===== config.mk =====
export PLATFORM = sky130hd
export DESIGN_NAME = pcint_ctrl_b_flat
export DESIGN_NICKNAME = d
export VERILOG_FILES = /design/src/rtl/pcint_ctrl_b_if.sv /design/src/rtl/pcint_ctrl_b.sv /design/src/flat_wrapper.sv
export SDC_FILE = /design/constraint.sdc
export NUM_CORES = 1
export LEC_CHECK = 0
export ABC_AREA = 1
export CORE_AREA = 2 2 61 63
export CTS_CLUSTER_SIZE = 25
export DETAILED_ROUTE_END_ITERATION = 10
export DIE_AREA = 0 0 63 65
export MAX_ROUTING_LAYER = met4
export PLACE_DENSITY = 0.84
export SLEW_MARGIN = 20
export SYNTH_ARGS = -nofsm -noshare
export SYNTH_HDL_FRONTEND = slang
export SYNTH_SLANG_ARGS = --single-unit

===== constraint.sdc =====
create_clock -name cp2 -period 2.4 [get_ports cp2]
set_input_delay 0.24 -clock cp2 [delete_from_list [all_inputs] [get_ports cp2]]
set_output_delay 0.24 -clock cp2 [all_outputs]
set_load 0.005 [all_outputs]

===== src/rtl/pcint_ctrl_b_if.sv =====
// I/O bus between the CPU register file and the pin-change interrupt block.
interface pcint_ctrl_b_if;
  logic [5:0] IO_Addr;
  logic       iore;
  logic       iowe;
  logic [7:0] dbus_in;
  logic [7:0] dbus_out;
  logic       out_en;

  modport master (output IO_Addr, iore, iowe, dbus_in, input dbus_out, out_en);
  modport slave  (input IO_Addr, iore, iowe, dbus_in, output dbus_out, out_en);
endinterface


===== src/rtl/pcint_ctrl_b.sv =====
// Port B pin-change interrupt: 2-flop sync + edge detect, PCICR/PCMSK0/PCIFR on the I/O bus.
// Flag latency 2 cycles from the sampling edge; reads combinational, no backpressure.
module pcint_ctrl_b #(
  parameter logic [5:0] PCIFR_Address  = 6'h1B,
  parameter logic [5:0] PCICR_Address  = 6'h38,
  parameter logic [5:0] PCMSK0_Address = 6'h39
) (
  input  logic             cp2,
  input  logic             ireset,
  pcint_ctrl_b_if.slave    bus,
  input  logic [7:0]       pin_i,
  input  logic             irq_ack,
  output logic [7:0]       PCINT,
  output logic             PCIE0,
  output logic             irq_o
);

  logic [7:0] sync1;
  logic [7:0] sync2;
  logic [7:0] prev;
  logic [7:0] pcmsk0;
  logic       pcie0_q;
  logic       pcif0;
  logic [1:0] settle_cnt;

  logic [7:0] chg;
  logic       settled;
  logic       set_flag;
  logic       clr_flag;
  logic       wr_pcifr;
  logic       wr_pcicr;
  logic       wr_pcmsk0;

  assign chg       = sync2 ^ prev;
  assign settled   = (settle_cnt == 2'd3);
  assign set_flag  = pcie0_q && settled && (|(chg & pcmsk0));
  assign wr_pcifr  = bus.iowe && (bus.IO_Addr == PCIFR_Address);
  assign wr_pcicr  = bus.iowe && (bus.IO_Addr == PCICR_Address);
  assign wr_pcmsk0 = bus.iowe && (bus.IO_Addr == PCMSK0_Address);
  assign clr_flag  = (wr_pcifr && bus.dbus_in[0]) || irq_ack;

  always_ff @(posedge cp2 or negedge ireset) begin
    if (!ireset) begin
      sync1      <= 8'h00;
      sync2      <= 8'h00;
      prev       <= 8'h00;
      settle_cnt <= 2'd0;
    end else begin
      sync1 <= pin_i;
      sync2 <= sync1;
      prev  <= sync2;
      if (!settled) begin
        settle_cnt <= settle_cnt + 2'd1;
      end
    end
  end

  // Set has priority so a change landing on a clear is never lost.
  always_ff @(posedge cp2 or negedge ireset) begin
    if (!ireset) begin
      pcif0 <= 1'b0;
    end else if (set_flag) begin
      pcif0 <= 1'b1;
    end else if (clr_flag) begin
      pcif0 <= 1'b0;
    end
  end

  always_ff @(posedge cp2 or negedge ireset) begin
    if (!ireset) begin
      pcmsk0  <= 8'h00;
      pcie0_q <= 1'b0;
    end else begin
      if (wr_pcmsk0) begin
        pcmsk0 <= bus.dbus_in;
      end
      if (wr_pcicr) begin
        pcie0_q <= bus.dbus_in[0];
      end
    end
  end

  always_comb begin
    bus.dbus_out = 8'h00;
    bus.out_en   = 1'b0;
    if (bus.iore) begin
      if (bus.IO_Addr == PCIFR_Address) begin
        bus.out_en   = 1'b1;
        bus.dbus_out = {7'b0, pcif0};
      end else if (bus.IO_Addr == PCICR_Address) begin
        bus.out_en   = 1'b1;
        bus.dbus_out = {7'b0, pcie0_q};
      end else if (bus.IO_Addr == PCMSK0_Address) begin
        bus.out_en   = 1'b1;
        bus.dbus_out = pcmsk0;
      end
    end
  end

  assign PCINT = pcmsk0;
  assign PCIE0 = pcie0_q;
  assign irq_o = pcif0 && pcie0_q;

endmodule


===== src/flat_wrapper.sv =====
// flat-port wrapper written by rule: the top's interface ports become plain ports
module pcint_ctrl_b_flat 
#(
  parameter logic [5:0] PCIFR_Address  = 6'h1B,
  parameter logic [5:0] PCICR_Address  = 6'h38,
  parameter logic [5:0] PCMSK0_Address = 6'h39
)
  (cp2, ireset, pin_i, irq_ack, PCINT, PCIE0, irq_o, bus_IO_Addr, bus_iore, bus_iowe, bus_dbus_in, bus_dbus_out, bus_out_en);
  pcint_ctrl_b_if bus_i ();
  input  logic cp2;
  input  logic ireset;
  input  logic [7:0] pin_i;
  input  logic irq_ack;
  output logic [7:0] PCINT;
  output logic PCIE0;
  output logic irq_o;
  input wire logic [$bits(bus_i.IO_Addr)-1:0] bus_IO_Addr;
  input wire logic [$bits(bus_i.iore)-1:0] bus_iore;
  input wire logic [$bits(bus_i.iowe)-1:0] bus_iowe;
  input wire logic [$bits(bus_i.dbus_in)-1:0] bus_dbus_in;
  output wire logic [$bits(bus_i.dbus_out)-1:0] bus_dbus_out;
  output wire logic [$bits(bus_i.out_en)-1:0] bus_out_en;
  assign bus_i.IO_Addr = bus_IO_Addr;
  assign bus_i.iore = bus_iore;
  assign bus_i.iowe = bus_iowe;
  assign bus_i.dbus_in = bus_dbus_in;
  assign bus_dbus_out = bus_i.dbus_out;
  assign bus_out_en = bus_i.out_en;
  pcint_ctrl_b #(.PCIFR_Address(PCIFR_Address), .PCICR_Address(PCICR_Address), .PCMSK0_Address(PCMSK0_Address)) u_core (.cp2(cp2), .ireset(ireset), .bus(bus_i), .pin_i(pin_i), .irq_ack(irq_ack), .PCINT(PCINT), .PCIE0(PCIE0), .irq_o(irq_o));
endmodule

==> metrics, run 1 <==
worst clock skew=0.00371 ns; Starting Density=42.7%; global-route wire length before repair=4960 microns; Combinational Power Share=15.2%; Setup Slack @ Placement=0.196 ns; most repeated cell in the gate-level netlist after synthesis=nand2_1; result of the run=finished, final reports clean; flip-flop and latch count after synthesis=36; largest net degree at the start of global routing=37; Num Clock Sinks=36; Syn Std Cell Area=roughly 0.0015 sq mm; clock edge transition at the registers on the reported setup and hold paths=about 0.1 ns; Antenna Violating Nets Remaining=0; DR vias=1152; HPWL after DPL=2190 microns; DRT iter0 DRCs=58; reg-to-reg setup timing slack=1.34 ns; leading cell types by count after synthesis=nand2_1, dfrtp_1, inv_1, nand3_1, nor2_1; Core Footprint=0.00350 sq mm; sequential share of the synthesized area=between 60 and 70%; net total in the final layout=roughly 240; largest area contributor in the netlist=dfrtp_1; final period demand of the worst path=2.20 ns; number of buffers inserted by hold repair at cts=0; number of maximum-capacitance violations=0; total congestion overflow after global routing=0; Cell Int Power=0.000893 W; unique cell type count in the Yosys netlist=20; share of the clock period used by the worst path=around 90%; share of the synthesized area in the top cell type=around 60%; worst reg-to-reg path cell count=2; worst setup margin=between 0.2 and 0.25 ns; Req. time, crit path=around 2.2 ns; critical path class=input port to output pin; post-cts resize count=0; number of buffers on the longest clock path=2; count of final setup violators=0; Yosys warning total=0; unrepaired setup endpoints after global routing=no; IO Count=46; area overhead of the layout relative to synthesis=39.0%; fill cell total of the finished layout=308; post-synthesis net count=189; DIE HEIGHT=around 65 microns; crit-path cells=clkdlybuf4s50_1 -> inv_2 -> nor2_1 -> nand3_2 -> a21boi_0 -> clkdlybuf4s50_1; dominant register cell in the synthesized netlist=dfrtp_1; Final GP Congestion=0.740; maximum vdd drop=0.396 mV; leakage component of the power=1.05 nW; total global-route track usage=16.6%; number of diodes=0; final instance area=0.00207 sq mm; register share of total power=57.3%; buffer type at the clock tree root=clkbuf_4; vias in the first global route=1108; cell repeated most along the worst path=clkdlybuf4s50_1; switching power total=around 0.0003 W; cell area after placement=0.00201 sq mm; Hold Fails Final Rpt=0; via density per instance=around 4.4; Final Max Tran Viols=0; Max-slew headroom=70.5%; power density over the cells=576 mW/mm^2; kind of path behind the tightest hold check=input port to async pin; CTS H-tree lvls=2; switching share of power=25.2%; number of enable flip-flop cells after synthesis=0; launching point of the worst reg2reg path=u_core.settle_cnt[0]; clock tree from TritonCTS=built; max incr delay on CP=0.53 ns; CP max FO=10; count of mapped cells out of synthesis=161; kind of end point of the critical path=output pin; data arrival time of the critical path=1.96 ns; Setup Buffers After CTS=0; clock share of power=27.5%; number of placement rows=22; # placed instances=255; launching element type of the critical path=input port; total clock buffers created by CTS=5; cell with the biggest individual delay on the critical path=clkdlybuf4s50_1; Wirelength per Cell=around 11 microns; number of port buffers=45; total wire length after detailed routing=around 2900 microns; Worst Max-Slew Pin Slew=approximately 0.44 ns; largest cells by area after synthesis=dfrtp_1, nand2_1, inv_1, nand3_1, nor2_1; fraction of registers with async set or reset after synthesis=100%; max frequency=between 400 and 500 MHz; initial antenna violation count=0; number of iterations in the first detailed-routing pass=4; full die area=a little over 0.004 sq mm; DRC viols=0; share of layout cells above drive strength 1=about a tenth; die outline width=63 microns; number of cells in the finished layout apart from fillers=263; insertion delay to the later sink of the worst-skew pair=between 0.3 and 0.4 ns; average cell area after synthesis=9.26 sq um; reg-to-reg critical path endpoint=u_core.settle_cnt[1]; aggregate negative setup slack=0 ns
layout by cell type, fill, tap and decap left out:
cell / synthesis / routed
nor2_4: 1 / 1
clkbuf_4: 0 / 5
nand2_4: 3 / 3
o21ai_2: 1 / 1
nor2_1: 12 / 12
ha_1: 1 / 1
nor2_8: 1 / 1
nand3_1: 16 / 16
buf_4: 0 / 2
clkinv_2: 0 / 2
nand2_1: 51 / 51
dfrtp_1: 36 / 36
xnor2_1: 1 / 1
inv_1: 25 / 25
o21ai_1: 1 / 1
nand2_2: 2 / 2
inv_2: 1 / 1
clkbuf_8: 0 / 1
a21boi_0: 1 / 1
o21ai_0: 1 / 1
nand4_1: 4 / 4
mux2_2: 1 / 1
nand3_2: 1 / 1
clkdlybuf4s50_1: 0 / 45
stage by stage:
| step | hold slack, ns | total power (W) | utilization [%] |
|---|---|---|---|
| floorplan | -0.0556 | 0.000761 | - |
| global placement | 0.331 | 0.000875 | 57.6 |
| CTS | 0.307 | 0.00121 | 59.3 |
| detailed placement | 0.336 | 0.000882 | 57.6 |
| finish | 0.300 | 0.00119 | 59.3 |
| global route | 0.301 | 0.00127 | 59.3 |
routing by layer:
layer | global-route usage, % | part of all wire, %
met5 | - | 0
met4 | 9.17 | 2.2
met3 | 4.17 | 6.3
met2 | 26.7 | 47
met1 | 19.2 | 44
critical path, delay by kind of cell:
kind            cells  cell delay (ns)
compound gates      1             0.23
buf+inv             3             1.12
simple gates        2             0.38
kinds of logic after synthesis:
| kind of cell | synth area share, % |
|---|---|
| muxes | 0.755 |
| buffers and inverters | 6.88 |
| xor gates and xnor gates | 0.587 |
| DFF | 60.4 |
| and+or+nand+nor | 28.8 |
| AOI/OAI and AO/OA | 1.76 |
| adders and majority gates | 0.839 |
flip-flops by register name, summed over array words and instances (netlist names):
signal and count:
u_core.sync2 8, u_core.sync1 8, u_core.pcif0 1, u_core.PCINT 8, u_core.settle_cnt 2, u_core.PCIE0 1, u_core.prev 8
layout make-up:
| cell class | count | area, sq um | area share [%] |
|---|---|---|---|
| clock inverter | 2 | 10.0 | 0.483 |
| tap | 48 | 60.1 | 2.90 |
| multi-input combinational | 98 | 488 | 23.5 |
| sequential | 36 | 901 | 43.5 |
| clock buffer | 6 | 51.3 | 2.47 |
| timing repair buffer | 47 | 465 | 22.5 |
| inverter | 26 | 97.6 | 4.71 |
power groups by stage:
stage | clock, W | combinational, W | sequential, W
3_3_place_gp | 0 | 0.000179 | 0.000695
2_1_floorplan | 0 | 0.0000700 | 0.000691
4_1_cts | 0.000341 | 0.000186 | 0.000685
6_report | 0.000328 | 0.000182 | 0.000684
5_1_grt | 0.000376 | 0.000207 | 0.000690
3_5_place_dp | 0 | 0.000185 | 0.000697
worst max path at each step:
stage                               from         endpoint  slack, ns  depth (start not counted)
after global placement    bus_IO_Addr[0]       bus_out_en       0.25                          6
after floorplan           bus_IO_Addr[2]  bus_dbus_out[1]       1.25                          7
after global routing      bus_IO_Addr[0]       bus_out_en       0.05                          6
after detailed placement  bus_IO_Addr[0]       bus_out_en       0.20                          6
after CTS                 bus_IO_Addr[0]       bus_out_en       0.20                          6
final                     bus_IO_Addr[0]       bus_out_en       0.20                          6
No activity file was read; power rests on OpenSTA's default activity.
==> run 2: changes to the inputs <==
--- a/config.mk
+++ b/config.mk
@@ -16,3 +16,4 @@
 export SYNTH_ARGS = -nofsm -noshare
 export SYNTH_HDL_FRONTEND = slang
 export SYNTH_SLANG_ARGS = --single-unit
+export TNS_END_PERCENT = 20
==> results of run 2 <==
Final layout, timing and power as in run 1 (identical DEF).
==> run 3: changes to the inputs <==
--- a/config.mk
+++ b/config.mk
@@ -5,13 +5,14 @@
 export SDC_FILE = /design/constraint.sdc
 export NUM_CORES = 1
 export LEC_CHECK = 0
-export ABC_AREA = 1
-export CORE_AREA = 2 2 61 63
+export ABC_AREA = 0
+export CORE_AREA = 2 2 58 60
 export CTS_CLUSTER_SIZE = 25
 export DETAILED_ROUTE_END_ITERATION = 10
-export DIE_AREA = 0 0 63 65
+export DIE_AREA = 0 0 60 62
 export MAX_ROUTING_LAYER = met4
-export PLACE_DENSITY = 0.84
+export PLACE_DENSITY = 0.86
+export SETUP_SLACK_MARGIN = 0.05
 export SLEW_MARGIN = 20
 export SYNTH_ARGS = -nofsm -noshare
 export SYNTH_HDL_FRONTEND = slang
==> metrics, run 3 <==
result of the run=finished, final reports clean (unchanged); post-synthesis net count=111 (was 189); Final Max Tran Viols=0 (unchanged); final period demand of the worst path=2.25 ns (was 2.20 ns); post-cts resize count=0 (unchanged); worst clock skew=0.00807 ns (was 0.00371 ns); die outline width=60 microns (was 63 microns); Syn Std Cell Area=0.00133 sq mm (was 0.00149 sq mm); critical path class=input port to output pin (unchanged); number of port buffers=45 (unchanged); number of maximum-capacitance violations=0 (unchanged); net total in the final layout=165 (was 242); kind of end point of the critical path=output pin (unchanged); HPWL after DPL=1900 microns (was 2190 microns); largest area contributor in the netlist=dfrtp_1 (unchanged); synthesized-area fraction occupied by adder cells=0.939% (was 0.839%); leakage component of the power=0.824 nW (was 1.05 nW); Starting Density=41.9% (was 42.7%); share of layout cells above drive strength 1=18.1% (was 9.77%); dominant register cell in the synthesized netlist=dfrtp_1 (unchanged); Synth Area in Compound Gates=4.69% (was 1.76%); Hold Fails Final Rpt=0 (unchanged); total global-route track usage=16.0% (was 16.6%); average cell area after synthesis=16.1 sq um (was 9.26 sq um); xor/xnor share of the synthesized area=5.92% (was 0.587%); Wirelength per Cell=13.7 microns (was 10.9 microns); number of iterations in the first detailed-routing pass=4 (unchanged); total clock buffers created by CTS=5 (unchanged); post-synthesis simple-gate area fraction=10.7% (was 28.8%); DRC viols=0 (unchanged); M1 GR Usage=16.3% (was 19.2%); Antenna Violating Nets Remaining=0 (unchanged); number of cells in the finished layout apart from fillers=184 (was 263); number of enable flip-flop cells after synthesis=0 (unchanged); Max-slew headroom=71.8% (was 70.5%); number of buffers on the longest clock path=2 (unchanged); aggregate negative setup slack=0 ns (unchanged); number of placement rows=21 (was 22); number of diodes=0 (unchanged); met2 layer usage reported by global route=26.7% (about the same); largest net degree at the start of global routing=37 (unchanged); largest cells by area after synthesis=dfrtp_1, mux2_2, xor2_1, and2_1, a22oi_1 (was dfrtp_1, nand2_1, inv_1, nand3_1, nor2_1); leading cell type in the layout, fill and taps excluded=clkdlybuf4s50_1 (was nand2_1); Worst Max-Slew Pin Slew=0.423 ns (was 0.441 ns); via density per instance=4.59 (was 4.38); fraction of registers with async set or reset after synthesis=100% (unchanged); most repeated cell in the gate-level netlist after synthesis=dfrtp_1 (was nand2_1); count of final setup violators=0 (unchanged); CP max FO=5 (was 10); Setup Buffers After CTS=0 (unchanged); buffer type at the clock tree root=clkbuf_4 (unchanged); clock edge transition at the registers on the reported setup and hold paths=0.10 ns (about the same); IO Count=46 (unchanged); Req. time, crit path=2.16 ns (about the same); clock tree from TritonCTS=built (unchanged); Yosys warning total=0 (unchanged); full die area=0.00372 sq mm (was 0.00410 sq mm); vias in the first global route=863 (was 1108); sequential share of the synthesized area=67.6% (was 60.4%); area overhead of the layout relative to synthesis=44.0% (was 39.0%); Num Clock Sinks=36 (unchanged); launching element type of the critical path=input port (unchanged); maximum vdd drop=0.326 mV (was 0.396 mV); cell area after placement=0.00186 sq mm (was 0.00201 sq mm); Core Footprint=0.00318 sq mm (was 0.00350 sq mm); share of the clock period used by the worst path=93.7% (was 91.6%); most frequent cells in the layout=clkdlybuf4s50_1, dfrtp_1, mux2_2, and2_1, xor2_1 (was nand2_1, clkdlybuf4s50_1, dfrtp_1, inv_1, nand3_1); global-route track usage on met3=6.42% (was 4.17%); unique cell type count in the Yosys netlist=21 (was 20); Final GP Congestion=0.754 (was 0.740); number of buffers inserted by hold repair at cts=0 (unchanged); data arrival time of the critical path=2.01 ns (was 1.96 ns); fraction of the core area covered by cells at the end of the flow=60.4% (was 59.3%); max frequency=445 MHz (was 455 MHz); share of the synthesized area in the top cell type=67.6% (was 60.4%); insertion delay to the later sink of the worst-skew pair=0.33 ns (was 0.34 ns); DRT iter0 DRCs=30 (was 58); initial antenna violation count=0 (unchanged); DR vias=844 (was 1152); total congestion overflow after global routing=0 (unchanged); share of cell area taken by muxes after synthesis=9.86% (was 0.755%); flip-flop and latch count after synthesis=36 (unchanged); total wire length after detailed routing=2530 microns (was 2880 microns); unrepaired setup endpoints after global routing=no (unchanged); Power, Total=0.00117 W (was 0.00119 W); power density over the cells=610 mW/mm^2 (was 576 mW/mm^2); global-route wire length before repair=4010 microns (was 4960 microns); # placed instances=176 (was 255); kind of path behind the tightest hold check=input port to async pin (unchanged); leading cell types by count after synthesis=dfrtp_1, mux2_2, and2_1, xor2_1, a22oi_1 (was nand2_1, dfrtp_1, inv_1, nand3_1, nor2_1); final instance area=0.00192 sq mm (was 0.00207 sq mm); largest family of logic cells by synthesized area=simple AND/OR/NAND/NOR gates (unchanged); count of mapped cells out of synthesis=83 (was 161); CTS H-tree lvls=2 (unchanged); layer with the highest usage after global routing=met2 (unchanged); DIE HEIGHT=62 microns (was 65 microns)
run 3: cell count changes in the layout (fill, tap and decap cells not counted), sizes merged, moves of 5 or more:
cell | before | now
a22oi | 0 | 5
and2 | 0 | 8
inv | 26 | 1
mux2 | 1 | 11
nand2 | 56 | 1
nand3 | 17 | 1
nor2 | 14 | 0
xor2 | 0 | 8
run 3: report_power, final:
| group | internal (W) | switching [W] | leakage (nW) |
|---|---|---|---|
| clock | 0.000145 | 0.000177 | 0.0326 |
| sequential | 0.000650 | 0.0000338 | 0.430 |
| combinational | 0.000113 | 0.0000526 | 0.361 |
| total | 0.000908 | 0.000263 | 0.824 |
run 3: worst paths after layout:
check / to / cells after the start / slack [ns] / from
setup / recovery: bus_dbus_out[0] / 6 / 0.15 / bus_IO_Addr[0]
hold / removal: u_core.PCINT[7] / 2 / 0.31 / ireset
setup reg to reg: u_core.pcif0 / 4 / 1.18 / u_core.prev[6]
hold reg to reg: u_core.sync2[7] / 0 / 0.35 / u_core.sync1[7]
max in group asynchronous: u_core.PCINT[1] / 2 / 1.78 / ireset
min in group cp2: u_core.sync1[6] / 1 / 0.34 / pin_i[6]
run 3: cell families (layout without fill, tap and decap cells):
logic type / after synthesis / after routing
buffers and inverters: 1 / 56
adder cells (fa/ha/maj): 1 / 1
multiplexers: 11 / 11
AO/OA/AOI/OAI: 8 / 8
flip-flops: 36 / 36
XOR/XNOR: 9 / 9
AND/OR/NAND/NOR: 17 / 17
run 3: cell type report:
| class | instances | area [sq um] |
|---|---|---|
| flip-flops and latches | 36 | 901 |
| well taps | 46 | 57.6 |
| fillers | 247 | 1260 |
| inverters | 1 | 3.75 |
| multi-input cells | 46 | 433 |
| clock buffers | 8 | 58.8 |
| repair buffers | 47 | 465 |
run 3: worst max-delay path, stage by stage:
cell and delay [ns]:
clkdlybuf4s50_1 0.59, nand2_1 0.12, nor3_2 0.25, a22oi_1 0.14, nor2b_1 0.14, clkdlybuf4s50_1 0.51
run 3: metrics by stage:
step	setup WS (ns)	hold slack (ns)
CTS	0.0602	0.314
floorplan	1.11	-0.0556
global route	0.0736	0.314
finish	0.152	0.305
detailed placement	0.0573	0.335
global placement	0.226	0.332
run 3: metal layers:
metal  vias to the layer above  wire length, microns
met5                         -                     0
met4                         0                    36
met3                         6                   185
met2                        38                  1380
met1                       403                   924
li1                        397                     -
